**config.mk**
```make
export PLATFORM = sky130hd
export DESIGN_NAME = buffer_entrada
export DESIGN_NICKNAME = d
export VERILOG_FILES = /design/src/rtl/buffer_entrada.sv
export SDC_FILE = /design/constraint.sdc
export NUM_CORES = 1
export LEC_CHECK = 0
export ABC_AREA = 1
export ABC_CLOCK_PERIOD_IN_PS = 4700
export BUFFER_PORTS_ARGS = -buffer_cell sky130_fd_sc_hd__buf_2
export CORE_ASPECT_RATIO = 1.25
export CORE_MARGIN = 1.5
export CORE_UTILIZATION = 37
export DETAILED_ROUTE_END_ITERATION = 16
export GPL_TIMING_DRIVEN = 0
export PLACE_DENSITY = 0.54
export SKIP_LAST_GASP = 1
export SLEW_MARGIN = 40
export SYNTH_ARGS = -nofsm -noshare
export SYNTH_HDL_FRONTEND = slang
export SYNTH_SLANG_ARGS = --single-unit
```
**constraint.sdc**
```tcl
create_clock -name clk -period 4.7 [get_ports clk]
set_clock_uncertainty 0.15 [all_clocks]
set_input_delay 0.94 -clock clk [delete_from_list [all_inputs] [get_ports clk]]
set_output_delay 0.94 -clock clk [all_outputs]
set_load 0.01 [all_outputs]
```
**src/rtl/buffer_entrada.sv**
```systemverilog
// buffer_entrada: input-port FIFO and XY requester for one mesh router port.
// Single-flit packets are queued, the head flit is routed XY, and a one-hot
// request is held toward the output arbiters until the matching grant arrives.
// Optional wait-cycle counter (espera/fome) is built only when the macro
// BUFFER_ENTRADA_ESPERA_EN is defined; otherwise both outputs are tied to 0.
//
// state     | meaning
// OCIOSO    | no request; waiting for the FIFO to hold a flit
// ROTEIA    | capture the XY direction of the head flit
// REQUISITA | hold req = dir until a grant bit inside dir arrives
module buffer_entrada #(
    parameter int FLIT_W  = 16,
    parameter int COORD_W = 2,
    parameter int PROF    = 4,
    parameter int X_LOCAL = 0,
    parameter int Y_LOCAL = 0,
    parameter int LIMITE  = 16
) (
    input  logic              clk,
    input  logic              rst,
    input  logic              in_valid,
    output logic              in_ready,
    input  logic [FLIT_W-1:0] in_data,
    output logic [4:0]        req,
    input  logic [4:0]        grant,
    output logic              out_valid,
    output logic [FLIT_W-1:0] out_data,
    output logic [7:0]        espera,
    output logic              fome
);

    localparam int PTR_W = $clog2(PROF);
    localparam int CNT_W = PTR_W + 1;
    localparam logic [CNT_W-1:0] CNT_CHEIO = CNT_W'(PROF);
    localparam logic [CNT_W-1:0] CNT_UM    = CNT_W'(1);

    localparam logic [4:0] DIR_CIMA     = 5'b10000;
    localparam logic [4:0] DIR_BAIXO    = 5'b01000;
    localparam logic [4:0] DIR_ESQUERDA = 5'b00100;
    localparam logic [4:0] DIR_DIREITA  = 5'b00010;
    localparam logic [4:0] DIR_LOCAL    = 5'b00001;

    typedef enum logic [1:0] {
        OCIOSO    = 2'd0,
        ROTEIA    = 2'd1,
        REQUISITA = 2'd2
    } estado_t;

    estado_t estado, estado_nxt;

    logic [FLIT_W-1:0] mem [PROF];
    logic [PTR_W-1:0]  wr_ptr, rd_ptr;
    logic [CNT_W-1:0]  count;
    logic [4:0]        dir;
    logic              push, pop, transfer;
    logic              cheio;

    // XY routing: resolve X first, then Y, otherwise deliver locally
    function automatic logic [4:0] calc_dir(input logic [FLIT_W-1:0] f);
        logic [COORD_W-1:0] dx;
        logic [COORD_W-1:0] dy;
        logic [4:0]         d;
        dx = f[FLIT_W-1 -: COORD_W];
        dy = f[FLIT_W-1-COORD_W -: COORD_W];
        if (int'(dx) > X_LOCAL)
            d = DIR_DIREITA;
        else if (int'(dx) < X_LOCAL)
            d = DIR_ESQUERDA;
        else if (int'(dy) > Y_LOCAL)
            d = DIR_CIMA;
        else if (int'(dy) < Y_LOCAL)
            d = DIR_BAIXO;
        else
            d = DIR_LOCAL;
        return d;
    endfunction

    // ready looks only at the registered count, so a pop never frees a slot
    // for a push in the same cycle
    assign cheio    = (count == CNT_CHEIO);
    assign in_ready = !cheio;
    assign push     = in_valid && in_ready;
    assign pop      = transfer;

    assign out_data  = mem[rd_ptr];
    assign out_valid = transfer;

    // flit storage; contents need no reset because count gates every read
    always_ff @(posedge clk) begin
        if (push)
            mem[wr_ptr] <= in_data;
    end

    // circular pointers and occupancy
    always_ff @(posedge clk) begin
        if (rst) begin
            wr_ptr <= '0;
            rd_ptr <= '0;
            count  <= '0;
        end else begin
            if (push)
                wr_ptr <= wr_ptr + PTR_W'(1);
            if (pop)
                rd_ptr <= rd_ptr + PTR_W'(1);
            if (push && !pop)
                count <= count + CNT_UM;
            else if (!push && pop)
                count <= count - CNT_UM;
        end
    end

    // state register
    always_ff @(posedge clk) begin
        if (rst)
            estado <= OCIOSO;
        else
            estado <= estado_nxt;
    end

    // direction of the head flit, captured once per flit in ROTEIA
    always_ff @(posedge clk) begin
        if (rst)
            dir <= '0;
        else if (estado == ROTEIA)
            dir <= calc_dir(mem[rd_ptr]);
    end

    // next state, request and transfer decode
    always_comb begin
        estado_nxt = estado;
        req        = '0;
        transfer   = 1'b0;
        case (estado)
            OCIOSO: begin
                if (count != '0)
                    estado_nxt = ROTEIA;
            end
            ROTEIA: begin
                estado_nxt = REQUISITA;
            end
            REQUISITA: begin
                req = dir;
                if (|(grant & dir)) begin
                    transfer   = 1'b1;
                    estado_nxt = (count > CNT_UM) ? ROTEIA : OCIOSO;
                end
            end
            default: begin
                estado_nxt = OCIOSO;
            end
        endcase
    end

`ifdef BUFFER_ENTRADA_ESPERA_EN
    logic [7:0] espera_q, espera_nxt;
    logic       fome_q;

    // wait counter: grows while requesting without a transfer, saturates
    always_comb begin
        espera_nxt = espera_q;
        if (transfer)
            espera_nxt = '0;
        else if (estado == REQUISITA && espera_q != 8'hFF)
            espera_nxt = espera_q + 8'd1;
    end

    // fome is derived from the next count so it always agrees with espera
    always_ff @(posedge clk) begin
        if (rst) begin
            espera_q <= '0;
            fome_q   <= 1'b0;
        end else begin
            espera_q <= espera_nxt;
            fome_q   <= (int'(espera_nxt) >= LIMITE);
        end
    end

    assign espera = espera_q;
    assign fome   = fome_q;
`else
    // the threshold only matters when the wait counter is built
    logic [31:0] unused_limite;
    assign unused_limite = LIMITE;
    assign espera        = '0;
    assign fome          = 1'b0;
`endif

endmodule

```
==> metrics.txt <==
status=finished clean; Worst R2R End=count[2]$_SDFFE_PP0P_; hold_buf cts=0; count leader, synth=edfxtp_1; Final Hold Viols=0; clock sink total=78; initial core utilization=38.69%; HP Start=dir[4]$_SDFFE_PP0N_; Worst Path Max Fanout=10; share of layout cells above drive strength 1=23.36%; worst path arrival time=1.84 ns; pwr/cell area=364.7 nW/um^2; Area Overhead vs Synth=18.08%; ys async rst share=0%; fmax=341.8 MHz; number of global-route vias before repair=2008; top post-synthesis cells by area=edfxtp_1 60%, dfxtp_1 8.7%, nor2_1 4.7%, nand2_1 4.2%, o21ai_0 3.6%; WL per Instance=13.80 um; DP HPWL=4178 um; endpoints failing setup=0; grt total ovfl=0; worst slack, placed=2.047 ns; Syn Area/Cell=11.47 sq um; Slew Limit Fails=0; Slew headroom=64.32%; largest family of logic cells by synthesized area=simple AND/OR/NAND/NOR gates; gpl congestion=0.6669; H-Tree Level Count=3; DR iter-0 viols=90; Total GRT Usage=14.50%; R2R Setup Slk=2.44 ns; fillers=794; share of Yosys cell area claimed by the top area cell type=59.60%; # DRC=0; synthesized area=3224 sq um; CP peak stage delay=0.51 ns; Diodes inserted=0; Ports=56; Max-Cap Viols=0; CTS Root Cell=clkbuf_8; critical-path cell list=clkbuf_1 > o21ai_0 > o22ai_1 > buf_2; Setup crit end kind=output pin; Met2 Wirelength=3206 um; clock slew at reported path FFs=0.07 ns; Top Layer Used=met4; 1st-pass router iterations=4; via/cell ratio=4.638; Clk Latency, worst-skew pair=0.34 ns; fin area=3807 sq um; Synth area leader=edfxtp_1; WL met1=2522 um; first-pass GRT wire length=9763 um; Vias=2078; num rows=37; post-synthesis cell type count=23; final net count=379; Die Width=86.50 um; Seq/Total Area, Yosys=68.30%; P_leak=1.516 nW; worst vdd ir=158.0 uV; CP max-delay cell=dfxtp_1; TritonCTS Buffers=9; ANT nets after route=0; Compound-Gate Fraction of Synth Area=9.507%; Post-synth EDFFs=64; hold path depth=2; Reg2Reg Depth=10; Adder-Cell Fraction of Synth Area=3.492%; Synth Flop Type=edfxtp_1; crit path launch type=register; unrepaired setup endpoints after global routing=no; Critical Path RT=3.61 ns; Core ar.=8333 sq um; met3 wire length=349 um; post-CTS setup buffer count=0; Resize count post-CTS=0; Die Y=107.4 um; post-synthesis mux area share=0%; Tmin final=2.925 ns; Worst Hold End=dir[4]$_SDFFE_PP0N_; port bufs=42; pin count of the biggest net entering global routing=17; Synth Register Bits=78; CTS tree=built; setup TNS=0 ns; FF-to-FF Start=count[0]$_SDFFE_PP0P_; period utilization=62.24%; type of the most critical hold path=reg -> reg; DIE AREA=9287 sq um; Synth Warn #=0; Hold Slack=0.3444 ns; Worst Tran Pin Value=0.5339 ns; Clock Tree Buf Depth=2; crit path kind=reg -> out; Synth Instances=281; final core occ=45.69%; most frequent cells after synthesis=64 x edfxtp_1, 40 x nor2_1, 36 x nand2_1; worst setup margin=1.775 ns; post-synthesis xor/xnor area fraction=0.5433%; initial antenna violation count=0; Synth Area in Simple Gates=10.83%; Routed WL=6181 um; Post-DP Area=3650 sq um
-- layout make-up --
type	count	area (sq um)	share of cell area, %
buffer	19	127.6	3.352
clock buffer	11	131.4	3.451
clock inverter	5	26.28	0.6901
inverter	28	105.1	2.760
multi-input combinational	166	857.1	22.51
sequential	78	2202	57.84
tap	97	121.4	3.188
timing repair buffer	44	236.5	6.211
-- registers in the layout, summed over array words and instances, names as in the netlist, named ones only --
register	cells
dir	3
wr_ptr	2
mem	64
rd_ptr	2
estado	2
count	3
-- worst max-delay path, delay by kind of cell (launching register included) --
family                 cells  cell delay [ns]
buffers and inverters      2             0.58
flip-flops                 1             0.51
AO/OA/AOI/OAI              2             0.40
-- how the worst max path moves through the flow --
| stage | from | to | slack (ns) |
|---|---|---|---|
| after floorplan | grant[4] | out_valid | 2.32 |
| after global placement | in_valid | mem[3][7]$_DFFE_PP_ | 1.58 |
| after detailed placement | grant[0] | out_valid | 2.05 |
| after CTS | register | out_data[6] | 1.77 |
| after global routing | register | out_data[1] | 1.61 |
| final | register | out_data[5] | 1.77 |
-- routing by layer --
metal  track usage (%)  up-vias
met5                 0        -
met4             6.567        0
met3             4.218        9
met2             25.06       58
met1             16.41      942
li1                  -     1069
-- cells by family after synthesis --
family / count (synthesis)
simple gates: 87
compound gates: 57
fa+ha+maj: 9
flops: 78
other cells: 1
xor+xnor: 2
buf+inv: 47
-- per-stage QoR --
step | instances | power (mW)
2_1_floorplan | 291 | 0.9314
3_3_place_gp | 430 | 0.9886
3_5_place_dp | 432 | 1.000
4_1_cts | 448 | 1.404
5_1_grt | 448 | 1.460
6_report | 448 | 1.389
-- power breakdown --
group	switching [mW]	internal, mW	leakage [nW]
Combinational	0.109	0.0637	0.743
Clock	0.220	0.187	0.0721
Sequential	0.0150	0.794	0.701
-- cell usage in the layout (no fill, tap or decap), types with 8 or more instances in the layout --
| master | Yosys | routed |
|---|---|---|
| edfxtp_1 | 64 | 64 |
| o21ai_1 | 10 | 10 |
| conb_1 | 1 | 11 |
| dfxtp_1 | 14 | 14 |
| ha_1 | 9 | 9 |
| a21oi_1 | 10 | 10 |
| nor2_1 | 40 | 36 |
| o21ai_0 | 23 | 23 |
| o22ai_1 | 12 | 12 |
| nand2_1 | 36 | 36 |
| buf_2 | 3 | 45 |
| clkbuf_8 | 0 | 9 |
| buf_4 | 12 | 12 |
| nand3_1 | 8 | 8 |
| inv_1 | 25 | 25 |
Note: power is estimated with default switching activity, not from simulation.
